--- src/rtl/enc16_pkg.sv ---
// Shared types and constants for the 16-bit multi-hot to index serializer.
package enc16_pkg;

    localparam int VEC_W = 16;

    typedef logic [VEC_W-1:0] vec_t;
    typedef logic [3:0]       idx_t;

    typedef enum logic {
        IDLE  = 1'b0,
        DRAIN = 1'b1
    } state_t;

    // One-hot mask for an index; matches the downstream 4-to-16 decoder.
    function automatic vec_t onehot(input idx_t idx);
        return vec_t'(1) << idx;
    endfunction

endpackage

--- src/rtl/pri_enc16.sv ---
// Combinational priority encoder for a 16-bit vector.
// LSB_FIRST=1 picks the lowest set bit, LSB_FIRST=0 the highest.
// one_left flags a vector with exactly one bit set.
module pri_enc16
    import enc16_pkg::*;
#(
    parameter bit LSB_FIRST = 1'b1
) (
    input  vec_t vec,
    output idx_t idx,
    output logic any,
    output logic one_left
);

    vec_t ord;
    idx_t pos;

    // Reorder the vector so the preferred end always sits at bit 0.
    generate
        for (genvar gi = 0; gi < VEC_W; gi++) begin : g_ord
            if (LSB_FIRST) begin : g_lsb
                assign ord[gi] = vec[gi];
            end else begin : g_msb
                assign ord[gi] = vec[VEC_W-1-gi];
            end
        end
    endgenerate

    // Lowest set position of the reordered vector (later iterations win).
    always_comb begin
        pos = '0;
        for (int i = VEC_W - 1; i >= 0; i--) begin
            if (ord[i]) begin
                pos = idx_t'(i);
            end
        end
    end

    assign idx      = LSB_FIRST ? pos : (idx_t'(VEC_W - 1) - pos);
    assign any      = |vec;
    assign one_left = any && ((vec & (vec - vec_t'(1))) == '0);

endmodule

--- src/rtl/enc16_serializer.sv ---
// Serializes a 16-bit multi-hot request vector into a stream of 4-bit
// indices, one per beat, over valid/ready. All outputs are registered.
module enc16_serializer
    import enc16_pkg::*;
#(
    parameter bit LSB_FIRST = 1'b1
) (
    input  logic        clk,
    input  logic        rst,
    input  logic [15:0] in_vec,
    input  logic        in_valid,
    output logic        in_ready,
    output logic [3:0]  out_idx,
    output logic        out_valid,
    input  logic        out_ready,
    output logic        out_last
);

    state_t state_reg;
    vec_t   pending_reg;
    vec_t   pending_next;
    idx_t   out_idx_reg;
    logic   out_valid_reg;
    logic   out_last_reg;
    logic   in_ready_reg;

    idx_t   next_idx;
    logic   next_any;
    logic   next_last;

    // Pending vector after this cycle: load on accept, clear the emitted
    // bit on a taken beat, otherwise hold. A zero vector loads as empty and
    // is therefore dropped without producing a beat.
    always_comb begin
        pending_next = pending_reg;
        case (state_reg)
            IDLE: begin
                if (in_valid) begin
                    pending_next = in_vec;
                end
            end
            DRAIN: begin
                if (out_ready) begin
                    pending_next = pending_reg & ~onehot(out_idx_reg);
                end
            end
            default: ;
        endcase
    end

    // Encode the upcoming pending vector so the next beat is ready to
    // register on this edge, giving one index per cycle.
    pri_enc16 #(
        .LSB_FIRST(LSB_FIRST)
    ) u_enc (
        .vec     (pending_next),
        .idx     (next_idx),
        .any     (next_any),
        .one_left(next_last)
    );

    // FSM and registered outputs; the beat only moves when pending moves,
    // so a stalled beat stays stable. out_idx keeps its last value in IDLE.
    always_ff @(posedge clk) begin
        if (rst) begin
            state_reg     <= IDLE;
            pending_reg   <= '0;
            out_valid_reg <= 1'b0;
            out_idx_reg   <= '0;
            out_last_reg  <= 1'b0;
            in_ready_reg  <= 1'b1;
        end else begin
            pending_reg   <= pending_next;
            state_reg     <= next_any ? DRAIN : IDLE;
            out_valid_reg <= next_any;
            in_ready_reg  <= !next_any;
            if (next_any) begin
                out_idx_reg  <= next_idx;
                out_last_reg <= next_last;
            end else begin
                out_last_reg <= 1'b0;
            end
        end
    end

    assign in_ready  = in_ready_reg;
    assign out_valid = out_valid_reg;
    assign out_idx   = out_idx_reg;
    assign out_last  = out_last_reg;

endmodule

--- config.mk ---
export PLATFORM = sky130hd
export DESIGN_NAME = enc16_serializer
export DESIGN_NICKNAME = d
export VERILOG_FILES = /design/src/rtl/enc16_pkg.sv /design/src/rtl/pri_enc16.sv /design/src/rtl/enc16_serializer.sv
export SDC_FILE = /design/constraint.sdc
export NUM_CORES = 1
export LEC_CHECK = 0
export ABC_AREA = 1
export BUFFER_PORTS_ARGS = -buffer_cell sky130_fd_sc_hd__buf_2
export CORE_MARGIN = 2
export CORE_UTILIZATION = 40
export CTS_BUF_LIST = sky130_fd_sc_hd__clkbuf_4
export DETAILED_ROUTE_END_ITERATION = 6
export GPL_TIMING_DRIVEN = 0
export PLACE_DENSITY_LB_ADDON = 0.1
export SKIP_CTS_REPAIR_TIMING = 1
export SLEW_MARGIN = 20
export SYNTH_ARGS = -nofsm -noshare
export SYNTH_HDL_FRONTEND = slang
export SYNTH_SLANG_ARGS = --single-unit
export TNS_END_PERCENT = 5
--- constraint.sdc ---
create_clock -name clk -period 1.6 [get_ports clk]
set_clock_uncertainty 0.1 [all_clocks]
set_input_delay 0.08 -clock clk [delete_from_list [all_inputs] [get_ports clk]]
set_output_delay 0.08 -clock clk [all_outputs]
set_load 0.05 [all_outputs]
==> metrics.md, run 1 <==
| Metric | Value |
|---|---|
| Outcome | `finished, violations left` |
| Failing checks | `hold timing, setup timing` |
| Post-Synth Adder-Cell Area | `0%` |
| Crit path DAT | `2070 ps` |
| CP max stage cell | `dfxtp_4` |
| Drc violations | `0` |
| Die area | `about 4500 um^2` |
| Met1 GRT Util | `between 20% and 30%` |
| Layout area overhead | `27.7%` |
| End-of-flow core utilization | `54.2%` |
| Number of fillers in the final layout | `around 400` |
| Warnings, synthesis | `0` |
| M2 GR Usage | `approximately 33%` |
| Largest area contributor in the netlist | `dfxtp_1` |
| Worst hold path class | `input port to register` |
| Antenna Nets Post-Route | `0` |
| Largest net degree at the start of global routing | `13` |
| Number of port buffers | `25` |
| Fin Hold WS | `-0.185 ps` |
| Clock Tree Root | `clkbuf_4` |
| Worst setup margin | `-345 ps` |
| Global-route wire length before repair | `around 6800 um` |
| Via density | `approximately 5` |
| Worst setup EP type | `register` |
| Worst-path clk slew | `approximately 150 ps` |
| Critical path required time | `about 1700 ps` |
| # clock sinks | `23` |
| Antenna violations before repair | `0` |
| Layout cells sized above 1 | `between 30% and 40%` |
| All-Layer GR Usage | `20.8%` |
| Avg Inst Size Synth | `approximately 6.3 um^2` |
| Final hold viol count | `1` |
| Post-Syn Nets | `272` |
| P_leak | `0.866 nW` |
| Post-place setup slack | `-416 ps` |
| Vias | `around 1700` |
| Final setup fails | `7` |
| Post-Synth Simple-Gate Area | `38.3%` |
| Die Y | `66.8 um` |
| Max_cap viols | `0` |
| Total power | `between 1.5 and 2 mW` |
| Yosys cell types | `28` |
| Worst IR Drop VDD | `~0.00035 V` |
| Core ar. | `3720 um^2` |
| Slew headroom | `63.3%` |
| Post-synthesis mux area share | `0%` |
| CP Cell Sequence | `inv_4 > nand3_1 > o21ai_1 > o21ai_4 > nor2_4 > nand2_2 > nor2_2 > nand2_1 > nand2_2 > inv_2 > nand3_1 > o21ai_1` |
| Gr busiest metal | `met2` |
| 1st-pass router iterations | `4` |
| RSZ-0062 raised after global routing | `true` |
| Critical path peak fanout | `6` |
| PwrDens | `787 nW/um^2` |
| # rows | `22` |
| Vias in the first global route | `roughly 1400` |
| CTS Buffer Depth | `2` |
| Most common cell after layout, fill and taps aside | `nor2_1` |
| Synth Cell Area | `approximately 1600 um^2` |
| Crit Path Class | `register to register` |
| Final WL | `around 4500 um` |
| Synth Area in Compound Gates | `between 20 and 25%` |
| Worst slew pin tran | `approximately 550 ps` |
| Dominant cells by area after synthesis | `dfxtp_1 (29%), nor2_1 (12%), nand2_1 (12%)` |
| Dpl hpwl | `3390 um` |
| CTS tree | `done` |
| XOR/XNOR Fraction of Synth Area | `0%` |
| Maximum clock frequency | `a little over 500 MHz` |
| Met3 Resource Use GR | `about 2%` |
| Commonest non-fill, non-tap cells in the layout | `nor2_1 (47), nand2_1 (41), buf_2 (26)` |
| CP max stage delay | `410 ps` |
| Crit share post-route | `122%` |
| Routability cong. | `0.839` |
| Starting Density | `42.5%` |
| Aggregate global routing overflow | `0` |
| Die Wd | `~67 um` |
| Worst setup SP type | `register` |
| Max-slew violation count | `0` |
| Routed len/inst | `13.5 um` |
| Largest family of logic cells by synthesized area | `simple AND/OR/NAND/NOR gates` |
| Post-route minimum period | `a little under 2000 ps` |
| I/O pin cnt | `27` |
| Seq/Total Area, Yosys | `roughly 29%` |
| Nets@finish | `just over 300` |
| FF+latch count, synth | `23` |
| H-tree Lvls | `1` |
| Synthesized instance count | `252` |
| # diodes | `0` |
| Top-area cell type share of the netlist area | `between 20% and 30%` |
| Max reg flops | `16` |
| Worst skew pair latency | `about 340 ps` |
| Number of buffers created by CTS | `3` |
| DR iter-0 viols | `48` |
## layout make-up
| type | count | area, um^2 | area share, % |
|---|---|---|---|
| tap | 48 | 60.1 | 2.98 |
| multi-input combinational | 190 | 1100 | 54.5 |
| clock buffer | 4 | 30.0 | 1.49 |
| timing repair buffer | 27 | 143 | 7.08 |
| inverter | 31 | 128 | 6.34 |
| buffer | 8 | 76.3 | 3.79 |
| sequential | 23 | 479 | 23.8 |
## per-layer routing
metal / wire [um] / vias up
met5: 0 / -
met2: 2100 / 29
met1: 2120 / 738
met4: 65 / 0
li1: - / 881
met3: 173 / 6
## stage by stage
stage,cell area [um^2],hold WS (ps),std cells,setup TNS (ps)
floorplan,1630,124,252,-753
global placement,1810,263,325,-2180
detailed placement,1810,261,325,-2180
CTS,1840,-84.8,329,-2420
global route,2010,47.3,331,-2820
finish,2010,-0.185,331,-1700
## cells by family (layout without fill, tap and decap cells)
logic type,after synthesis,after routing
AO/OA/AOI/OAI,55,55
AND/OR/NAND/NOR,135,135
flip-flops,23,23
buffers and inverters,39,70
## Yosys cell counts
cell type / count
nand2_2: 2
buf_4: 3
o21ai_2: 12
inv_1: 24
o31ai_1: 1
clkbuf_1: 2
nor2_4: 3
nor3_2: 2
nor2_1: 52
o21ai_1: 18
nand4_1: 4
o21ai_0: 10
o22ai_1: 3
nor2_2: 10
o21bai_1: 2
dfxtp_1: 23
o2111ai_1: 1
nand2_4: 1
nand3_1: 12
a21oi_1: 5
inv_2: 6
o32ai_1: 1
buf_2: 2
a31oi_1: 1
buf_6: 1
inv_4: 1
a211oi_1: 1
nand2_1: 49
## worst max-delay path, delay by kind of cell, from the launching register on
family / cells / cell delay (ps)
flip-flops: 1 / 410
AND/OR/NAND/NOR: 7 / 800
AO/OA/AOI/OAI: 3 / 400
buffers and inverters: 2 / 130
## power breakdown
group / switching, mW / internal (mW)
clock network: 0.204 / 0.115
logic: 0.405 / 0.206
registers: 0.0436 / 0.613
## path summary, 6_finish.rpt
check	from	endpoint	slack [ps]	cells past startpoint
min reg2reg	out_idx[0]	out_idx[0]	430	2
max	out_idx[2]	out_idx[1]	-340	12
max reg2reg	out_idx[2]	out_idx[1]	-340	12
min	in_vec[15]	pending_reg[15]	-0.2	5
Note: power is estimated with default switching activity, not from simulation.
==> run 2: changes to the inputs <==
Settings changed: SYNTH_HIERARCHICAL set to 1.
==> run 2 against run 1 <==
  * Setup slack got worse by 150 ps
  * Hold slack got worse by 46 ps
  * Sequential power increased by 2%
  * Total power increased by 0.92%
  * Critical path type unchanged
  * Highest routed layer unchanged
  * Design area increased by 6.8%
  * Clock power decreased by 5%
  * The flow still finishes with violations (hold timing, setup timing)
  * Cell count increased by 5.1%
==> metrics.md, run 2 <==
| Metric | Value |
|---|---|
| Avg Inst Size Synth | `5.89 um^2 (-5.9%)` |
| Max-slew violation count | `0 (unchanged)` |
| Sequential Area | `479 um^2 (unchanged)` |
| Multi-input gate area | `1160 um^2 (+5.8%)` |
| Dpl hpwl | `3280 um (-3.2%)` |
| Cell area after layout | `2150 um^2 (+6.8%)` |
| RSZ-0062 raised after global routing | `true` |
| FF+latch count, synth | `23 (unchanged)` |
| Slew headroom | `65.2% (+1.9 points)` |
| Routability cong. | `0.868 (+3.4%)` |
| Antenna violations before repair | `0 (unchanged)` |
| Max_cap viols | `0 (unchanged)` |
| Largest net degree at the start of global routing | `13 (unchanged)` |
| Critical path required time | `1750 ps (+20 ps)` |
| Fin Hold WS | `-45.8 ps (-45.6 ps)` |
| CTS tree | `done` |
| Maximum clock frequency | `477 MHz (-7.3%)` |
| P_leak | `0.988 nW (+14%)` |
| Starting Density | `42.0% (-0.43 points)` |
| Post-place setup slack | `-512 ps (-96.2 ps)` |
| CP max stage delay | `480 ps (+70 ps)` |
| Final WL | `4600 um (+3.2%)` |
| Post-route minimum period | `2100 ps (+152 ps)` |
| CP Cell Sequence | `nand3_4 > o21bai_1 > nand2_2 > nor2_2 > nand3_1 > nor2_1 > nand2_1 > or2_4 > o21ai_0` |
| Yosys cell types | `27 (-3.6%)` |
| Synth Flop Type | `dfxtp_1` |
| Warnings, synthesis | `6 (+6)` |
| Crit Path Class | `register to register` |
| Crit path DAT | `2250 ps (+180 ps)` |
| Number of fillers in the final layout | `375 (-8.8%)` |
| Antenna Nets Post-Route | `0 (unchanged)` |
| CTS Buffer Depth | `2 (unchanged)` |
| Nets@finish | `321 (+5.6%)` |
| Dominant cells by area after synthesis | `dfxtp_1 (30%), nand2_1 (17%), nor2_1 (11%)` |
| EDFF count, synth | `0 (unchanged)` |
| Top-area cell type share of the netlist area | `29.7% (+0.52 points)` |
| # placed instances | `335 (+3.1%)` |
| Synth cell count leaders | `nand2_1 (71), nor2_1 (44), inv_1 (35), dfxtp_1 (23), a21oi_1 (18)` |
| Worst setup EP type | `register` |
| Vias in the first global route | `1469 (+5.8%)` |
| Synth Cell Area | `1550 um^2 (-1.7%)` |
| Worst setup margin | `-497 ps (-152 ps)` |
| # clock sinks | `23 (unchanged)` |
| Crit share post-route | `131% (+9.5 points)` |
| # rows | `22 (unchanged)` |
| Aggregate global routing overflow | `0 (unchanged)` |
| Seq/Total Area, Yosys | `29.7% (+0.52 points)` |
| Vias | `1738 (+5.1%)` |
| Critical path peak fanout | `7 (+1)` |
| Worst IR Drop VDD | `0.000307 V (-11%)` |
| Drc violations | `0 (unchanged)` |
| Die Y | `66.3 um (-0.82%)` |
| Largest area contributor in the netlist | `dfxtp_1` |
| Dominant cell by count in the synthesized netlist | `nand2_1` |
| DR iter-0 viols | `103 (+110%)` |
| Die area | `4390 um^2 (-1.6%)` |
| All-Layer GR Usage | `20.8% (-0.027 points)` |
| Worst-path clk slew | `130 ps (-20 ps)` |
| Final setup fails | `7 (unchanged)` |
| Routed len/inst | `13.2 um (-1.8%)` |
| Worst setup SP type | `register` |
| Worst skew pair latency | `320 ps (-20 ps)` |
| 1st-pass router iterations | `4 (unchanged)` |
| Commonest non-fill, non-tap cells in the layout | `nand2_1 (53), nor2_1 (35), inv_1 (26)` |
| Layout cells sized above 1 | `36.7% (-1.8 points)` |
| Post-Syn Nets | `283 (+4.0%)` |
| Worst Path Buf+Inv | `0 (-2)` |
| Post-Place Cell Area | `1810 um^2 (-0.41%)` |
| Global-route wire length before repair | `6910 um (+1.2%)` |
| Via density | `4.99 (about the same)` |
| Die Wd | `66.3 um (-0.82%)` |
| Max reg flops | `16 (unchanged)` |
| Layout area overhead | `38.7%` |
| Most common cell after layout, fill and taps aside | `nand2_1` |
| Worst slew pin tran | `521 ps (-29.1 ps)` |
| Final hold viol count | `13 (+12)` |
| Failing checks | `hold timing, setup timing` |
| Core ar. | `3690 um^2 (-0.74%)` |
| CP max stage cell | `dfxtp_4` |
| Clock Tree Root | `clkbuf_4` |
| Worst hold path class | `input port to register` |
| I/O pin cnt | `27 (unchanged)` |
| Ys async rst share | `0% (unchanged)` |
| PwrDens | `744 nW/um^2 (-5.5%)` |
| Outcome | `finished, violations left` |
| Number of port buffers | `24 (-4.0%)` |
| Post-Layout Cell Count | `348 (+5.1%)` |
| Number of buffers created by CTS | `3 (unchanged)` |
| # diodes | `0 (unchanged)` |
| H-tree Lvls | `1 (unchanged)` |
| Critical path's top delay family | `simple AND/OR/NAND/NOR gates` |
| Synthesized instance count | `263 (+4.4%)` |
-- run 2: cell count changes in the layout (fill, tap and decap cells not counted), sizes merged, moves of 3 or more --
cell / previous run / this run
nor2: 65 / 48
buf: 32 / 39
o21bai: 2 / 7
nand3: 12 / 15
nand4: 4 / 0
nand2: 52 / 72
a21oi: 5 / 18
o21ai: 40 / 24
inv: 30 / 37
-- run 2: cell families after synthesis --
kind of cell,synth area share [%]
simple gates,36.7
compound gates,21.2
buf+inv,12.3
flops,29.7
-- run 2: layout make-up --
cell class | count | share of cell area [%]
multi-input cells | 195 | 54.0
plain buffers | 8 | 3.72
repair buffers | 33 | 8.84
clock buffers | 4 | 1.40
inverters | 37 | 6.92
flip-flops and latches | 23 | 22.3
well taps | 48 | 2.79
-- run 2: worst reg2reg max path, stage by stage, from the launching register on --
cell	delay [ps]
dfxtp_4	480
nand3_4	120
o21bai_1	220
nand2_2	150
nor2_2	150
nand3_1	90
nor2_1	170
nand2_1	120
or2_4	290
o21ai_0	140
-- run 2: per-stage QoR --
step / hold WS [ps] / utilization [%] / TNS, ps / power, mW
floorplan: 168 / - / -1550 / 1.04
global placement: 274 / 49.0 / -2840 / 1.16
global route: -41.1 / 58.3 / -3580 / 1.70
finish: -45.8 / 58.3 / -2870 / 1.60
CTS: -63.2 / 49.8 / -3040 / 1.45
detailed placement: 279 / 49.0 / -2840 / 1.16
-- run 2: routing by layer --
layer	routed length, um	global-route usage, %	up-vias
li1	-	-	917
met1	2270	30.3	788
met2	2180	33.1	26
met3	82	1.19	7
met4	71	5.36	0
met5	0	0	-
-- run 2: power by group --
group          internal (mW)  switching, mW  leakage, nW
Combinational          0.238          0.389        0.777
Clock                  0.115          0.189       0.0184
Sequential             0.613         0.0565        0.193
-- run 2: worst paths after layout --
| path | from | end | slack (ps) | cells past startpoint |
|---|---|---|---|---|
| hold / removal | in_vec[8] | pending_reg[8] | -50 | 3 |
| hold reg to reg | out_idx[3] | out_idx[3] | 470 | 2 |
| setup / recovery | out_idx[1] | out_idx[2] | -500 | 9 |
| setup reg to reg | out_idx[1] | out_idx[2] | -500 | 9 |
==> run 3: changes to the inputs <==
Settings changed: MAX_ROUTING_LAYER set to met4.
==> run 3 against run 2 <==
  * The flow still finishes with violations (hold timing, setup timing)
  * Register-to-register slack improved by 50 ps
  * Non-clock buffer count rose by 1
  * Die area did not move
  * Total power rose by 0.13%
  * Count of clock-buffer cells in the layout did not move
  * Design area rose by 1.1%
  * Clock power fell by 2%
  * Sequential power barely moved
  * Via count rose by 0.92%
  * Fmax rose by 2.5%
  * Critical path type unchanged
  * Largest cell class unchanged
  * Largest power group unchanged
==> metrics.md, run 3 (synthesis gave the netlist of run 2 again) <==
| Metric | Value |
|---|---|
| Outcome | `finished, violations left` |
| Failing checks | `hold timing, setup timing` |
| # clock sinks | `23 (unchanged)` |
| Worst slew pin tran | `527 ps (+5.22 ps)` |
| Final WL | `4610 um (about the same)` |
| Most common cell after layout, fill and taps aside | `nand2_1` |
| Clock Tree Root | `clkbuf_4` |
| Slew headroom | `64.9% (-0.35 points)` |
| Nets@finish | `322 (+0.31%)` |
| Int Pwr | `968 uW (+0.32%)` |
| # diodes | `0 (unchanged)` |
| Dpl hpwl | `3280 um (unchanged)` |
| PwrDens | `737 nW/um^2 (-0.96%)` |
| Post-route minimum period | `2050 ps (-51.5 ps)` |
| Via density | `5.03 (+0.63%)` |
| Number of fillers in the final layout | `366 (-2.4%)` |
| Layout area overhead | `40.3%` |
| Die Y | `66.3 um (unchanged)` |
| Maximum clock frequency | `489 MHz (+2.5%)` |
| Die Wd | `66.3 um (unchanged)` |
| Final hold viol count | `13 (unchanged)` |
| Post-Place Cell Area | `1810 um^2 (unchanged)` |
| Comb pwr share | `39.6% (+0.4 points)` |
| Post-place setup slack | `-512 ps (unchanged)` |
| Max_cap viols | `0 (unchanged)` |
| Critical path peak fanout | `7 (unchanged)` |
| 1st-pass router iterations | `4 (unchanged)` |
| Commonest non-fill, non-tap cells in the layout | `nand2_1 (51), nor2_1 (34), inv_1 (26)` |
| P_leak | `0.994 nW (+0.62%)` |
| Max-slew violation count | `0 (unchanged)` |
| Largest net degree at the start of global routing | `13 (unchanged)` |
| Worst setup EP type | `register` |
| End-of-flow core utilization | `59.0% (+0.64 points)` |
| Fin Hold WS | `-47.8 ps (-2.04 ps)` |
| Core ar. | `3690 um^2 (unchanged)` |
| Vias in the first global route | `1468 (-0.068%)` |
| Post-Layout Cell Count | `349 (+0.29%)` |
| # rows | `22 (unchanged)` |
| Number of port buffers | `24 (unchanged)` |
| Worst IR Drop VDD | `0.000309 V (+0.66%)` |
| Routability cong. | `0.882 (+1.6%)` |
| RSZ-0062 raised after global routing | `true` |
| Global-route wire length before repair | `6920 um (+0.10%)` |
| DR iter-0 viols | `75 (-27%)` |
| Vias | `1754 (+0.92%)` |
| I/O pin cnt | `27 (unchanged)` |
| Clock share of power | `18.6% (-0.3 points)` |
| # placed instances | `335 (unchanged)` |
| Drc violations | `0 (unchanged)` |
| Max reg flops | `16 (unchanged)` |
| Final setup fails | `7 (unchanged)` |
| Crit path DAT | `2190 ps (-60 ps)` |
| Routed len/inst | `13.2 um (-0.26%)` |
| Critical path required time | `1750 ps (about the same)` |
| Antenna Nets Post-Route | `0 (unchanged)` |
| Worst skew pair latency | `320 ps (about the same)` |
| Switch Pwr | `633 uW (-0.15%)` |
| Worst setup margin | `-446 ps (+51.5 ps)` |
| Crit share post-route | `128% (-3.2 points)` |
| Worst-path clk slew | `130 ps (about the same)` |
| Crit Path Class | `register to register` |
| CTS tree | `done` |
| Worst hold path class | `input port to register` |
| Setup_tns | `-2450 ps (+421 ps)` |
| Aggregate global routing overflow | `0 (unchanged)` |
| CTS Buffer Depth | `2 (unchanged)` |
| All-Layer GR Usage | `21.4% (+0.55 points)` |
| Worst setup SP type | `register` |
| Flop pwr share | `41.9% (about the same)` |
| H-tree Lvls | `1 (unchanged)` |
| Starting Density | `42.0% (unchanged)` |
| Die area | `4390 um^2 (unchanged)` |
| Antenna violations before repair | `0 (unchanged)` |
| Cell area after layout | `2170 um^2 (+1.1%)` |
| Layout cells sized above 1 | `38.2% (+1.5 points)` |
| Number of buffers created by CTS | `3 (unchanged)` |
| Total power | `1.60 mW (+0.13%)` |
| Switching portion of total power | `39.5% (-0.11 points)` |
==> run 3: cell count changes in the layout (fill, tap and decap cells not counted), sizes merged <==
cell | previous run | this run
buf | 39 | 40
==> run 3: power by group through the flow <==
stage               logic, mW  clock network (mW)  registers (mW)
floorplan               0.336                   0           0.704
global placement        0.497                   0           0.661
detailed placement      0.499                   0           0.662
CTS                     0.501               0.299           0.649
global route            0.697               0.332           0.678
finish                  0.634               0.298           0.670
==> run 3: layout make-up <==
| cell class | instances | area [um^2] | area share (%) |
|---|---|---|---|
| Sequential cell | 23 | 479 | 22.0 |
| Timing Repair Buffer | 34 | 198 | 9.09 |
| Multi-Input combinational cell | 195 | 1180 | 54.2 |
| Tap cell | 48 | 60.1 | 2.76 |
| Clock buffer | 4 | 30.0 | 1.38 |
| Buffer | 8 | 80.1 | 3.68 |
| Inverter | 37 | 149 | 6.85 |
==> run 3: worst paths after layout <==
path / from / endpoint / slack [ps] / cells after the start
worst min-delay path: in_vec[7] / pending_reg[7] / -50 / 3
worst min register to register: out_idx[3] / out_idx[3] / 470 / 2
worst max register to register: out_idx[1] / out_idx[3] / -450 / 9
worst max-delay path: out_idx[1] / out_idx[3] / -450 / 9
==> run 3: worst max-delay path, stage by stage (launching register included) <==
cell	delay (ps)
dfxtp_4	490
nand3_4	120
o21bai_1	210
nand2_2	150
nor2_2	150
nand3_1	110
nor2_2	150
nand2_2	90
or2_4	280
o21ai_0	140
==> run 3: per-layer routing <==
layer  wire length, um  share of wire, %  GRT usage, %  vias up
li1                  -                 -             -      919
met3               151               3.3          1.19        9
met5                 0                 0             -        -
met4                80               1.7          5.36        0
met1              2160                47          30.2      795
met2              2220                48          33.3       31
